`config.mk`:
```
export PLATFORM = sky130hd
export DESIGN_NAME = pipeline_hazard_ctrl
export DESIGN_NICKNAME = d
export VERILOG_FILES = /design/src/rtl/pipeline_hazard_ctrl.sv
export SDC_FILE = /design/constraint.sdc
export NUM_CORES = 1
export LEC_CHECK = 0
export ABC_AREA = 0
export CORE_AREA = 2 2 39 41
export DETAILED_ROUTE_END_ITERATION = 12
export DIE_AREA = 0 0 41 43
export PLACE_DENSITY = 0.84
export RECOVER_POWER = 25
export SETUP_SLACK_MARGIN = 0.3
export SLEW_MARGIN = 15
export SYNTH_ARGS = -nofsm -noshare
export SYNTH_HDL_FRONTEND = slang
export SYNTH_SLANG_ARGS = --single-unit
```
`constraint.sdc`:
```
create_clock -name clk -period 2.6 [get_ports clk]
set_input_delay 0.26 -clock clk [delete_from_list [all_inputs] [get_ports clk]]
set_output_delay 0.26 -clock clk [all_outputs]
set_load 0.005 [all_outputs]
```
`src/rtl/pipeline_hazard_ctrl.sv`:
```
// Stall/flush controller for the 5-stage pipeline: load-use, branch and memory-wait hazards plus interrupt drain FSM.
// Load-use bubbles are only generated when the HAZ_LOAD_USE_EN macro is defined.
module pipeline_hazard_ctrl #(
    parameter int REG_AW       = 4,
    parameter int DRAIN_CYCLES = 3
) (
    input  logic              clk,
    input  logic              rst,
    input  logic              ex_load,
    input  logic [REG_AW-1:0] ex_reg_dst,
    input  logic [REG_AW-1:0] id_rs1,
    input  logic [REG_AW-1:0] id_rs2,
    input  logic              id_rs1_used,
    input  logic              id_rs2_used,
    input  logic              ex_branch_taken,
    input  logic              ex_returni,
    input  logic              mem_busy,
    input  logic              int_req,
    output logic              pc_hold,
    output logic              stall_if_id,
    output logic              flush_if_id,
    output logic              stall_id_ex,
    output logic              flush_id_ex,
    output logic              stall_ex_mem,
    output logic              flush_ex_mem,
    output logic              stall_mem_wb,
    output logic              flush_mem_wb,
    output logic              int_ack,
    output logic              int_active
);

    typedef enum logic [1:0] {
        RUN,
        DRAIN,
        VECTOR,
        ISR
    } state_e;

    localparam logic [1:0] DRAIN_LOAD = 2'(DRAIN_CYCLES - 1);

    state_e     state_q, state_d;
    logic [1:0] drain_cnt_q, drain_cnt_d;
    logic       load_use;

`ifdef HAZ_LOAD_USE_EN
    assign load_use = ex_load && (ex_reg_dst != '0) &&
                      ((id_rs1_used && (id_rs1 == ex_reg_dst)) ||
                       (id_rs2_used && (id_rs2 == ex_reg_dst)));
`else
    logic unused_load_use;
    assign load_use        = 1'b0;
    assign unused_load_use = ^{ex_load, ex_reg_dst, id_rs1, id_rs2, id_rs1_used, id_rs2_used};
`endif

    // NOTE: state flops use non-blocking assignments; all decode below is blocking in always_comb.
    always_ff @(posedge clk or posedge rst) begin
        if (rst) begin
            state_q     <= RUN;
            drain_cnt_q <= 2'd0;
        end else begin
            state_q     <= state_d;
            drain_cnt_q <= drain_cnt_d;
        end
    end

    // A busy data memory freezes the whole sequence, including the drain count.
    always_comb begin
        state_d     = state_q;
        drain_cnt_d = drain_cnt_q;
        if (!mem_busy) begin
            unique case (state_q)
                RUN: begin
                    if (int_req && !ex_branch_taken) begin
                        state_d     = DRAIN;
                        drain_cnt_d = DRAIN_LOAD;
                    end
                end
                DRAIN: begin
                    if (drain_cnt_q == 2'd0) state_d = VECTOR;
                    else                     drain_cnt_d = drain_cnt_q - 2'd1;
                end
                VECTOR:  state_d = ISR;
                ISR:     if (ex_returni) state_d = RUN;
                default: state_d = RUN;
            endcase
        end
    end

    // NOTE: every output gets a default first so no path through this block infers a latch.
    always_comb begin
        pc_hold      = 1'b0;
        stall_if_id  = 1'b0;
        flush_if_id  = 1'b0;
        stall_id_ex  = 1'b0;
        flush_id_ex  = 1'b0;
        stall_ex_mem = 1'b0;
        flush_ex_mem = 1'b0;
        stall_mem_wb = 1'b0;
        flush_mem_wb = 1'b0;
        int_ack      = 1'b0;
        int_active   = (state_q == ISR);

        if (rst) begin
            pc_hold      = 1'b1;
            flush_if_id  = 1'b1;
            flush_id_ex  = 1'b1;
            flush_ex_mem = 1'b1;
            flush_mem_wb = 1'b1;
            int_active   = 1'b0;
        end else if (mem_busy) begin
            pc_hold      = 1'b1;
            stall_if_id  = 1'b1;
            stall_id_ex  = 1'b1;
            stall_ex_mem = 1'b1;
            flush_mem_wb = 1'b1;
        end else begin
            unique case (state_q)
                DRAIN: begin
                    pc_hold = 1'b1;
                    // A load-use bubble must hold the ID instruction, so IF/ID stalls instead of flushing.
                    if (ex_branch_taken) begin
                        flush_if_id = 1'b1;
                        flush_id_ex = 1'b1;
                    end else if (load_use) begin
                        stall_if_id = 1'b1;
                        flush_id_ex = 1'b1;
                    end else begin
                        flush_if_id = 1'b1;
                    end
                end
                VECTOR: int_ack = 1'b1;
                default: begin
                    if (ex_branch_taken) begin
                        flush_if_id = 1'b1;
                        flush_id_ex = 1'b1;
                    end else if (load_use) begin
                        pc_hold     = 1'b1;
                        stall_if_id = 1'b1;
                        flush_id_ex = 1'b1;
                    end
                end
            endcase
        end
    end

endmodule

```
== Yosys cells after proc, flatten, opt, wreduce, memory -nomap -nowiden ==
Index checks and enable logic that the tools add are counted.

* Register bits: 4
* Input port bits: 21

* $add $sub $neg: 1
* Eq/ne operators: 7
* Multiplexer cells: 25
* Bitwise operators: 1
* Reductions and logical operators: 7

{| class="wikitable"
|+ Operators with widths
! cell !! count
|-
| 2-to-1 mux 1 bit || 17
|-
| 2-to-1 mux 2 bit || 5
|-
| != test 2 bit (second input constant) || 4
|-
| one-hot mux 2 bit (4 select lines) || 1
|-
| AND reduction 4 bit || 2
|-
| == test 2 bit (second input constant) || 2
|-
| zero test 2 bit || 2
|-
| one-hot mux 2 bit (2 select lines) || 1
|-
| == test 2 x 1 -> 1 bit (second input constant) || 1
|-
| one-hot mux 1 bit (2 select lines) || 1
|-
| nonzero test 2 bit || 1
|-
| subtractor 2 x 1 -> 2 bit (second input constant) || 1
|-
| logical AND 1 bit || 1
|-
| zero test 1 bit || 1
|-
| inverter 1 bit || 1
|}

== Logic depth before layout (Yosys ltp) ==
* Depth in word-level cells: 4
* Gate-level depth with buffers: 5
* Depth with buffers taken out: 5

== Worst setup path before layout ==
Ideal clock, no wire load.

* Path kind: flip-flop to flip-flop
* Start: register state_q[0]
* End: register drain_cnt_q[1]
* Arrival time: 1.475 ns
* Slack: 0.998 ns
* Stages on the path, launching flop included: 6
* Buffers on the path: 0
* Cells stage by stage: dfrtp_1 inv_1 ha_1 nand2b_1 a221oi_2 mux2_1

* Cells in the longest elaborated chain, start to end: 3

{| class="wikitable"
|+ Ends and longest elaborated chain
! item !! RTL line !! RTL
|-
| start: declaration || 41 || <nowiki>state_e state_q, state_d;</nowiki>
|-
| start signal: assignment || 61 || <nowiki>state_q <= state_d;</nowiki>
|-
| == test 2 x 1 -> 1 bit or zero test 2 bit (tied branches) || 71 || <nowiki>unique case (state_q)</nowiki>
|-
| != test 2 bit (no line) or nonzero test 2 bit (tied branches) || -- ||
|-
| AND reduction 4 bit (no line) || -- ||
|-
| end signal: assignment || 62 || <nowiki>drain_cnt_q <= drain_cnt_d;</nowiki>
|-
| end: declaration || 42 || <nowiki>logic [1:0] drain_cnt_q, drain_cnt_d;</nowiki>
|}

Parallel ways exist; a longest one is shown, timed or not.
A chain may end at the register's enable or synchronous reset.

== Final worst setup path ==
* Start: register state_q[0]
* End: output flush_if_id

* Cells in the longest elaborated chain, start to end: 4

{| class="wikitable"
|+ Ends and longest elaborated chain
! item !! RTL line !! RTL
|-
| == test 2 bit or == test 2 x 1 -> 1 bit (tied branches) || 117 || <nowiki>unique case (state_q)</nowiki>
|-
| one-hot mux 1 bit (2 select lines) * || 117 ||
|-
| 2-to-1 mux 1 bit * || 110 || <nowiki>end else if (mem_busy) begin</nowiki>
|-
| 2-to-1 mux 1 bit * || 103 || <nowiki>if (rst) begin</nowiki>
|-
| end: declaration || 21 || <nowiki>output logic flush_if_id,</nowiki>
|}

Every way passes the cells marked *; elsewhere a longest branch is shown, timed or not.

==> flow_summary.toml <==
[timing]
timing.final.ws_setup_ns = 0.482
skew_ns = 0.00194
fin_crit_sh_pct = 81.5
fin_crit_ns = 2.12
finalSetupTns_ns = 0
fmax_mhz = 472
finalHoldViolations = 0
maxSlewViolCount = 0
rsz0062_at_grt = "false"
setup_viol = 0

[yosys]
synth-adder-area-share_pct = 16.7
synth_nets = 75
syn-cell-area_um2 = 449
yosysSeqAreaShare_pct = 22.3
synth_compound_area_share_pct = 18.7
synth-simple-area-share_pct = 22.6
muxShareOfSynthArea_pct = 7.24
ys_types = 22
yosysWarnings = 0
synth_seq_cells = 4
syn-instance-count = 48
synth_xor_area_share_pct = 0
synth_area_per_cell_um2 = 9.36
synth_top_family_by_area = "simple AND/OR/NAND/NOR gates"

[outcome]
status = "completed"

[worst_setup_path]
critPathMaxFanout = 5
reg2reg_slack_ns = 0.86
worstPathArrival_ns = 1.86
cp-startpoint = "state_q[0]"
required_ns = 2.34
reg2reg_depth = 5
cp-endpoint = "flush_if_id"
r2r_start = "state_q[1]"
critPathLaunchType = "flop"
reg2reg_to = "drain_cnt_q[1]"
crit_path_end_kind = "primary output"
crit_type = "reg -> out"

[floorplan]
die_w_um = 41
fp.dieArea_um2 = 1760
die_h_um = 43
row_count = 14
core_area_um2 = 1380
ios = 32
start_util_pct = 32.5

[clock_network]
numCtsBuffers = 3
post_cts_buffers = 0
clk_transition_reported_paths_ns = 0.04
clock_path_buffers = 2
clk_latency_ns = 0.23
ctsHoldBuffers = 0
cts_root_buf = "clkbuf_4"
clock_sinks = 4
cts_tree = "done"
cts_resized = 0
ctsHtreeMaxLevel = 1

[routing]
initialDrtViolationCount = 3
viasPerCell = 4.74
drc = 0
vias = 370
routed_wl_um = 936
wl_per_cell_um = 12.0
firstDrtPassIters = 4
antenna_left = 0

[placement]
port-buffer-count = 15
place_congestion = 0.678
pre_cts_ws_ns = 0.491
dpl.hpwl_um = 787

[power]
ir_drop_uv = 518
p_leak_uw = 0.000277
power.density_nw_per_um2 = 854

[global_route]
grt_max_degree = 10
gr-total-overflow = 0
grt_usage_pct = 12.3
grt_antenna_before_repair = 0
grt_pass1_wl_mm = 1.48
grt_pass1_vias = 390

[layout]
syn_to_final_growth_pct = 36.2
drive_above_1_share_pct = 12.9
final_nets = 91
n_antenna_cell = 0

[worst_hold_path]
hold_class = "reg -> reg"

[run]
cap_viol_max_count = 0
==> cells in the mapped netlist <==
cell type  count  area, um^2
a2111oi_4      1        27.5
a221oi_2       1        15.0
o21ba_2        1        10.0
buf_4          4        30.0
mux2i_1        1        10.0
and3_1         1        6.26
conb_1         1        3.75
nor2_1         3        11.3
o21ai_0        1        5.00
inv_1          6        22.5
nor4b_1        1        8.76
nand2_1        3        11.3
or3_1          1        6.26
a2111oi_0      1        8.76
a211o_1        2        17.5
mux2_1         2        22.5
nand2b_1       2        12.5
nor2b_1        4        25.0
dfrtp_1        4         100
ha_1           6        75.1
or2_2          1        6.26
nand2b_4       1        13.8
==> worst min-delay path by stage <==
stage | from | end | cells after the start
3_5_place_dp | drain_cnt_q[1] | drain_cnt_q[1] | 1
4_1_cts | rst | drain_cnt_q[1] | 2
3_3_place_gp | drain_cnt_q[1] | drain_cnt_q[1] | 1
6_report | drain_cnt_q[1] | drain_cnt_q[1] | 1
5_1_grt | rst | state_q[1] | 2
2_1_floorplan | rst | drain_cnt_q[0] | 1
==> area by class of cell <==
cell class / instances / area (um^2)
Clock buffer: 3 / 22.5
Tap cell: 16 / 20.0
Timing Repair Buffer: 15 / 150
Multi-Input combinational cell: 34 / 297
Sequential cell: 4 / 100
Fill cell: 149 / 772
Inverter: 6 / 22.5
==> logic make-up (layout without fill, tap and decap cells) <==
| family | count (synthesis) | after routing |
|---|---|---|
| simple gates | 17 | 17 |
| buf+inv | 10 | 24 |
| compound gates | 7 | 7 |
| fa+ha+maj | 6 | 6 |
| flops | 4 | 4 |
| mux | 3 | 3 |
| other cells | 1 | 1 |
==> registers in the layout, indices dropped and copies added, names as in the netlist <==
name	count
drain_cnt_q	2
state_q	2
==> report_power, final <==
part	switching, uW	internal, uW	leakage, uW
Sequential	28.7	91.3	0.0000458
Combinational	152	176	0.000217
Clock	22.5	51.4	0.0000138
Total	204	319	0.000277
==> stage by stage <==
step / instance area (um^2) / cells / power [uW] / hold WS [ns] / utilization (%)
finish: 612 / 78 / 523 / 0.492 / 44.2
global route: 612 / 78 / 577 / 0.507 / 44.2
CTS: 612 / 78 / 533 / 0.381 / 44.2
detailed placement: 589 / 75 / 454 / 0.484 / 42.6
global placement: 589 / 75 / 432 / 0.467 / 42.6
floorplan: 449 / 48 / 358 / 0.0400 / -
==> cell usage in the layout (no fill, tap or decap) <==
cell type	n
nor2_1	3
dlygate4sd3_1	1
mux2i_1	1
mux2_1	2
o21ai_0	1
clkdlybuf4s50_1	14
a2111oi_0	1
conb_1	1
a2111oi_4	1
a211o_1	2
a221oi_2	1
nor4b_1	1
dfrtp_1	4
and3_1	1
clkbuf_4	3
or3_1	1
nor2b_1	4
ha_1	6
or2_2	1
nand2b_1	2
o21ba_2	1
nand2b_4	1
inv_1	6
nand2_1	3
==> routing by layer <==
metal	vias up	part of all wire [%]	track usage, %
met5	-	0	0
met4	0	0	6.00
met3	0	5.2	3.14
met2	14	55	21.6
met1	171	39	12.3
li1	185	-	-
==> worst max-delay path, stage by stage (launching register included) <==
cell	delay [ns]
dfrtp_1	0.41
inv_1	0.08
ha_1	0.32
mux2i_1	0.12
o21ai_0	0.16
clkdlybuf4s50_1	0.53
Power figures use the tool's default switching activity.
